## config.mk

```make
export PLATFORM = sky130hd
export DESIGN_NAME = pipe_ctrl
export DESIGN_NICKNAME = d
export VERILOG_FILES = /design/src/rtl/pipe_ctrl_pkg.sv /design/src/rtl/pipe_stall_merge.sv /design/src/rtl/pipe_ctrl.sv
export SDC_FILE = /design/constraint.sdc
export NUM_CORES = 1
export LEC_CHECK = 0
export CAP_MARGIN = 40
export CELL_PAD_IN_SITES_DETAIL_PLACEMENT = 1
export CELL_PAD_IN_SITES_GLOBAL_PLACEMENT = 1
export CORE_MARGIN = 3
export CORE_UTILIZATION = 32
export CTS_CLUSTER_SIZE = 12
export DETAILED_ROUTE_END_ITERATION = 6
export GPL_TIMING_DRIVEN = 0
export PLACE_DENSITY_LB_ADDON = 0.1
export REMOVE_ABC_BUFFERS = 1
export SETUP_SLACK_MARGIN = 0.02
export SYNTH_ARGS = -nofsm -noshare
export SYNTH_HDL_FRONTEND = slang
export SYNTH_SLANG_ARGS = --single-unit
```

## constraint.sdc

```tcl
create_clock -name clk -period 1.72 [get_ports clk]
set_clock_uncertainty 0.05 [all_clocks]
set_input_delay 0.172 -clock clk [delete_from_list [all_inputs] [get_ports clk]]
set_output_delay 0.172 -clock clk [all_outputs]
set_load 0.005 [all_outputs]
```

## src/rtl/pipe_ctrl_pkg.sv

```systemverilog
// Shared definitions for the pipeline hazard controller:
// FSM state encoding, stage index constants and the stall-bus width helper.
package pipe_ctrl_pkg;

    // Controller FSM states
    typedef enum logic [1:0] {
        ST_RUN   = 2'd0,
        ST_FWAIT = 2'd1,
        ST_FLUSH = 2'd2
    } pipe_state_e;

    // Stage indices as seen by REQ_STAGE (stage 0 is the PC register)
    localparam int STG_IF  = 1;
    localparam int STG_ID  = 2;
    localparam int STG_EX  = 3;
    localparam int STG_MEM = 4;
    localparam int STG_WB  = 5;

    // Stall/bubble buses cover the PC plus one register per stage
    function automatic int stall_bus_w(input int nstage);
        return nstage + 1;
    endfunction

endpackage

```

## src/rtl/pipe_stall_merge.sv

```systemverilog
// Combinational stall merge: the deepest requesting stage wins.
// Every register up to and including that stage holds, and the register
// feeding the next stage loads a bubble (unless the stage is the last one).
module pipe_stall_merge
    import pipe_ctrl_pkg::*;
#(
    parameter int                NSTAGE    = 5,
    parameter int                NREQ      = 2,
    parameter logic [4*NREQ-1:0] REQ_STAGE = {4'd3, 4'd2}
) (
    input  logic [NREQ-1:0]                stallreq,
    output logic [stall_bus_w(NSTAGE)-1:0] stall,
    output logic [stall_bus_w(NSTAGE)-1:0] bubble
);

    localparam int SBW = stall_bus_w(NSTAGE);

    // A source mapped to stage 0 or beyond the last stage is a config error
    for (genvar i = 0; i < NREQ; i++) begin : g_chk
        if (REQ_STAGE[4*i +: 4] == 4'd0 || int'(REQ_STAGE[4*i +: 4]) > NSTAGE) begin : g_bad
            $error("pipe_stall_merge: REQ_STAGE for source %0d out of range", i);
        end
    end

    logic [3:0] smax;
    logic       any;

    // Priority-max over asserted requests, then thermometer/one-hot expansion
    always_comb begin
        smax   = '0;
        any    = 1'b0;
        stall  = '0;
        bubble = '0;
        for (int i = 0; i < NREQ; i++) begin
            if (stallreq[i]) begin
                any = 1'b1;
                if (REQ_STAGE[4*i +: 4] > smax) smax = REQ_STAGE[4*i +: 4];
            end
        end
        for (int k = 0; k < SBW; k++) begin
            stall[k]  = any && (k <= int'(smax));
            bubble[k] = any && (k == int'(smax)) && (k < NSTAGE);
        end
    end

endmodule

```

## src/rtl/pipe_ctrl.sv

```systemverilog
// Pipeline hazard controller: merges per-stage stall requests, sequences
// exception/redirect flushes behind an outstanding instruction fetch, and
// flags pipelines stalled for too long via a sticky watchdog.
// Optional performance counters are built when PIPE_CTRL_PERF_EN is defined.
module pipe_ctrl
    import pipe_ctrl_pkg::*;
#(
    parameter int                NSTAGE    = 5,
    parameter int                NREQ      = 2,
    parameter logic [4*NREQ-1:0] REQ_STAGE = {4'd3, 4'd2},
    parameter int                WDOG_W    = 8
) (
    input  logic                           clk,
    input  logic                           rst,
    input  logic [NREQ-1:0]                stallreq,
    input  logic                           flush_req,
    input  logic [31:0]                    flush_pc,
    input  logic                           if_busy,
    output logic [stall_bus_w(NSTAGE)-1:0] stall,
    output logic [stall_bus_w(NSTAGE)-1:0] bubble,
    output logic [NSTAGE-1:0]              flush,
    output logic                           redirect_valid,
    output logic [31:0]                    redirect_pc,
    output logic                           hang
`ifdef PIPE_CTRL_PERF_EN
    ,
    output logic [31:0]                    perf_stall_cyc,
    output logic [31:0]                    perf_flush_cnt
`endif
);

    localparam int SBW = stall_bus_w(NSTAGE);

    pipe_state_e         state_q;
    logic [31:0]         pc_q;
    logic [NSTAGE-1:0]   flush_q;
    logic                rv_q;
    logic [31:0]         rpc_q;
    logic [WDOG_W-1:0]   wdog_q, wdog_d;
    logic                hang_q, hang_d;
    logic [SBW-1:0]      m_stall, m_bubble;

    pipe_stall_merge #(
        .NSTAGE    (NSTAGE),
        .NREQ      (NREQ),
        .REQ_STAGE (REQ_STAGE)
    ) u_merge (
        .stallreq (stallreq),
        .stall    (m_stall),
        .bubble   (m_bubble)
    );

    // Stall/bubble source depends on state: merged requests only in RUN
    always_comb begin
        stall  = '0;
        bubble = '0;
        unique case (state_q)
            ST_RUN: begin
                stall  = m_stall;
                bubble = m_bubble;
            end
            ST_FWAIT: stall = '1;
            default:  ;
        endcase
    end

    // Flush FSM; flush/redirect outputs are registered on entry to FLUSH.
    // A flush_req in FLUSH is handled exactly like one in RUN.
    always_ff @(posedge clk or negedge rst) begin
        if (!rst) begin
            state_q <= ST_RUN;
            pc_q    <= '0;
            flush_q <= '0;
            rv_q    <= 1'b0;
            rpc_q   <= '0;
        end else begin
            flush_q <= '0;
            rv_q    <= 1'b0;
            rpc_q   <= '0;
            unique case (state_q)
                ST_FWAIT: begin
                    // newest redirect target wins while waiting for IF
                    if (flush_req) pc_q <= flush_pc;
                    if (!if_busy) begin
                        state_q <= ST_FLUSH;
                        flush_q <= '1;
                        rv_q    <= 1'b1;
                        rpc_q   <= flush_req ? flush_pc : pc_q;
                    end
                end
                default: begin
                    state_q <= ST_RUN;
                    if (flush_req) begin
                        pc_q <= flush_pc;
                        if (if_busy) begin
                            state_q <= ST_FWAIT;
                        end else begin
                            state_q <= ST_FLUSH;
                            flush_q <= '1;
                            rv_q    <= 1'b1;
                            rpc_q   <= flush_pc;
                        end
                    end
                end
            endcase
        end
    end

    // Watchdog next state: saturating count of consecutive stalled cycles
    always_comb begin
        wdog_d = '0;
        if (|stall) wdog_d = (wdog_q == '1) ? wdog_q : wdog_q + 1'b1;
        hang_d = hang_q | (wdog_d == '1);
    end

    // Watchdog registers; hang is sticky until reset
    always_ff @(posedge clk or negedge rst) begin
        if (!rst) begin
            wdog_q <= '0;
            hang_q <= 1'b0;
        end else begin
            wdog_q <= wdog_d;
            hang_q <= hang_d;
        end
    end

    assign flush          = flush_q;
    assign redirect_valid = rv_q;
    assign redirect_pc    = rpc_q;
    assign hang           = hang_q;

`ifdef PIPE_CTRL_PERF_EN
    logic [31:0] perf_stall_q, perf_flush_q;

    // Free-running wrap-around counters: PC-hold cycles and FLUSH entries
    always_ff @(posedge clk or negedge rst) begin
        if (!rst) begin
            perf_stall_q <= '0;
            perf_flush_q <= '0;
        end else begin
            if (stall[0])              perf_stall_q <= perf_stall_q + 32'd1;
            if (state_q == ST_FLUSH)   perf_flush_q <= perf_flush_q + 32'd1;
        end
    end

    assign perf_stall_cyc = perf_stall_q;
    assign perf_flush_cnt = perf_flush_q;
`endif

endmodule

```

; ---- Yosys cells after proc, flatten, opt, wreduce, memory -nomap -nowiden
; Index checks and enable logic that the tools add are counted.
[totals]
input_bits = 38
register_bits = 81
output_inout_bits = 51
[op_classes]
n_reduce_logical = 13
n_lt_le_gt_ge = 6
mux = 24
bitwise = 1
addsub = 1
n_eq_ne = 8
[ops]
columns = operator, count
row1 = $mux 32, 5
row2 = $mux 5, 4
row3 = $eq 8x8->1 const B, 2
row4 = $mux 8, 2
row5 = $pmux 6 s2, 1
row6 = $logic_and 1x1->1, 10
row7 = $mux 2, 5
row8 = $add 8x1->8 const B, 1
row9 = $eq 3x4->1 const A, 2
row10 = $le 2x4->1 const A, 2
row11 = $le 3x4->1 const A, 2
row12 = $mux 4, 2
row13 = $reduce_or 6->1, 1
row14 = $mux 1, 5
row15 = $eq 2x4->1 const A, 1
row16 = $eq 4x4->1 const A, 1
row17 = $le 1x4->1 const A, 1
row18 = $logic_not 4->1, 1
row19 = $eq 2x1->1 const B, 1
row20 = $gt 2x2->1 const A, 1
row21 = $logic_not 2->1, 1
row22 = $ne 2x2->1 const B, 1
row23 = $or 1x1->1, 1

; ---- Longest topological paths before layout
[logic_depth]
word_depth = 11
mapped_depth = 6
depth_no_buf = 6

; ---- Modules after synthesis
; Synthesis repeated with hierarchy kept, for this count alone.
[unflattened]
cells_unflattened = 249
area_unflattened_um2 = 3241.9
[modules_own_cells]
columns = module, seq_area_each_um2, area_each_um2, cells_per_inst, n_inst
row1 = pipe_ctrl, 1901.8, 3146.8, 235, 1
row2 = pipe_stall_merge, 0.0, 95.1, 14, 1

; ---- Worst setup path before layout
; No wires, ideal clock.
[synth_path]
path_type = register to register
from = reg wdog_q[0]
to = reg hang_q (netlist: hang)
arrival_time_ns = 1.422
path_stages_with_launch = 7
setup_time_ns = 0.120
slack_ns = 0.128
path_buffers = 0
path_cell_list = dfrtp_1 ha_1 nand3_1 o21ai_1 o32a_1 nor2_1 a41o_1
[synth_via]
elab_chain_cells = 5
[synth_lines]
columns = element, line_no
row1 = from (decl), pipe_ctrl.sv:39  ; logic [WDOG_W-1:0] wdog_q, wdog_d;
row2 = from (signal assigned), pipe_ctrl.sv:122  ; wdog_q <= wdog_d;
row3 = $add 8x1->8 or $eq 8x8->1 (tied branches), pipe_ctrl.sv:112  ; if (|stall) wdog_d = (wdog_q == '1) ? wdog_q : wdog_q + 1'b1;
row4 = $mux 8 * (2 in series), pipe_ctrl.sv:112
row5 = $eq 8x8->1 *, pipe_ctrl.sv:113  ; hang_d = hang_q | (wdog_d == '1);
row6 = $or 1x1->1 *, pipe_ctrl.sv:113
row7 = named net hang_d, pipe_ctrl.sv:40  ; logic hang_q, hang_d;
row8 = to (signal assigned), pipe_ctrl.sv:123  ; hang_q <= hang_d;
row9 = to (decl), pipe_ctrl.sv:40
; The timed path passes the listed nets; every way through them passes the cells marked *.
; A chain may end at the register's enable or synchronous reset.

; ---- Final worst setup path
; Same ends and word-level chain as after synthesis.

==> impl_metrics.toml <==
[floorplanning]
rows = 35
die_y_um = 105
core_area_sq_um = 9330
fp.dieW_um = 105
io_pins = 89
start_util_pct = 33.3
dieArea_sq_um = 10900

[drt]
wirelength_um = 7840
drc_errors = 0
first_pass_iters = 4
drt_iter0_drc = 55
routed-via-count = 2234
drt-vias-per-instance = 5.01
wl_per_cell_um = 17.6
final_antenna_net_count = 0

[worst_setup_path]
required_ns = 1.95
path_max_fanout = 7
critPathBufInv = 0
critPathSlowestCell = "dfrtp_2"
cp_cell_sequence = "ha_4 -> and3_1 -> nand3_1 -> o21ai_1 -> nor4_2 -> a41o_1"
r2r_start = "wdog_q[0]"
crit_family = "simple AND/OR/NAND/NOR gates"
cp-end-kind = "flip-flop"
r2r_slack_ns = 0.12
max_stage_delay_ns = 0.44
reg2reg_to = "hang"
startpoint_type = "flip-flop"
rr_worst_depth = 6
cp_data_arrival_time_ns = 1.83
crit_type = "flip-flop to flip-flop"

[cells_and_area]
regArea_sq_um = 1910
multiInputGateArea_sq_um = 1080
area_delta_synth_final_pct = 41.0
stdcell_area_sq_um = 4390
diodes = 0
final_util_pct = 47.0
fin_cells = 446
fill_cells = 966
drive_gt1_share_pct = 15.1
nNetsFinal = 352

[grt]
grt_pass1_wl_um = 12700
grt_pass1_vias = 2401
grt_start_max_net_pins = 61
grt_overflow = 0
grt_antenna_before_repair = 0
gr-usage-all-layers_pct = 14.7

[sta]
period_share_pct = 93.0
timing_worst_slew_pin_value_ns = 0.763
drv_slew = 0
setup_slack_ns = 0.120
rsz0062_at_grt = "no"
hold_violations = 0
fmax_ghz = 0.625
setup_viol = 0
slew_headroom_pct = 49.1
min_period_ns = 1.60

[synth]
yosysSeqAreaShare_pct = 61.1
synth_top_area_cell = "dfrtp_1"
netlist_area_sq_um = 3110
synth_cells = 228
synth_cell_types = 36
synthArstFlopShare_pct = 100
ys_warn_count = 0
yosysMostFrequentCell = "dfrtp_1"
synth_area_leaders = "dfrtp_1 61%, mux2_1 11%, a32o_1 10%, buf_4 2.7%, nor2_1 1.8%"
ys_seq_elements = 76
ys_top_cells_by_count = "76 x dfrtp_1, 32 x a32o_1, 31 x mux2_1"
netlist.area_leader.share_pct = 61.1
synth_ff_type = "dfrtp_1"
synth_edf_count = 0
syn_area_per_cell_sq_um = 13.6

[clocking]
cts_root_buffer = "clkbuf_8"
cts-htree-levels = 3
clk_latency_ns = 0.34
clk_path_buf_depth = 2
cts_tree = "done"
cts_buffers = 9
path_clk_slew_ns = 0.08
cts_num_sinks = 76

[placed_design]
gp_congestion = 0.719
place_ws_ns = -0.360
io_buffers = 84
hpwl_um = 5110
dp.cells = 422
placed_area_sq_um = 4100

[outcome]
status = "finished clean"

[pwr]
peakVddDrop_mv = 0.456
power.leakage_uw = 0.00184
p_total_uw = 3990
power_density_nw_per_um2 = 910

[run]
max-cap-violations = 0

[worst_hold_path]
hold_class = "input pin to async pin"
==> logic make-up after synthesis <==
kind of cell	Yosys count	share of synthesized area [%]
compound gates	45	13.4
xor+xnor	3	0.845
fa+ha+maj	1	0.402
buf+inv	33	5.79
flops	76	61.1
mux	32	11.6
other cells	1	0.121
simple gates	37	6.72
==> final cells by class <==
| cell class | count | area share (%) |
|---|---|---|
| Clock buffer | 9 | 2.82 |
| Clock inverter | 6 | 1.48 |
| Inverter | 5 | 0.428 |
| Multi-Input combinational cell | 122 | 24.7 |
| Sequential cell | 76 | 43.5 |
| Tap cell | 129 | 3.68 |
| Timing Repair Buffer | 99 | 23.4 |
==> cells in the final DEF, fill, tap and decap left out, drive strengths merged, types with 2 or more instances in the layout <==
cell / n
dfrtp: 76
clkdlybuf4s50: 74
a32o: 32
mux2: 32
nor2: 16
buf: 16
clkbuf: 9
dlygate4sd2: 8
inv: 6
conb: 4
nor3: 3
a31oi: 3
a21oi: 3
nand2: 3
a211oi: 3
nand3: 3
clkinv: 3
nand4: 2
xnor2: 2
nor2b: 2
nor3b: 2
o21ai: 2
==> state kept, by name, indices dropped and copies added, names as in the netlist <==
| name | flops |
|---|---|
| hang | 1 |
| flush | 1 |
| state_q | 2 |
| wdog_q | 8 |
| pc_q | 32 |
| redirect_pc | 32 |
==> stage by stage <==
| stage | hold WS, ns | TNS, ns |
|---|---|---|
| after floorplan | -0.174 | -33.71 |
| after global placement | 0.404 | -310.38 |
| after detailed placement | 0.0127 | -3.17 |
| after CTS | 0.184 | 0 |
| after global routing | 0.194 | 0 |
| final | 0.189 | 0 |
==> worst max-delay path by stage <==
| stage | from | end | depth (start not counted) |
|---|---|---|---|
| after floorplan | state_q[1] | redirect_pc[0] | 3 |
| after global placement | state_q[1] | redirect_pc[0] | 3 |
| after detailed placement | stallreq[1] | stall[2] | 5 |
| after CTS | wdog_q[1] | hang | 6 |
| after global routing | state_q[0] | bubble[3] | 3 |
| final | wdog_q[0] | hang | 6 |
==> repair_timing <==
action / 4_1_cts / 5_1_grt
hold endpoints to repair: 76 / 0
hold buffers: 1 / 0
setup buffers: 5 / 3
gates cloned: 0 / 0
pin swaps: 2 / 1
setup endpoints to repair: 26 / 1
gates resized for setup: 14 / 5
==> where the power goes <==
| part | internal (uW) | switching [uW] |
|---|---|---|
| registers | 1930 | 65.8 |
| logic | 381 | 287 |
| clock network | 665 | 664 |
==> routing by layer <==
metal | global-route usage [%] | wire, um
met5 | 0 | 0
met4 | 5.06 | 111
met3 | 5.25 | 586
met2 | 23.7 | 3750
met1 | 18.2 | 3390
No activity file was read; power rests on OpenSTA's default activity.
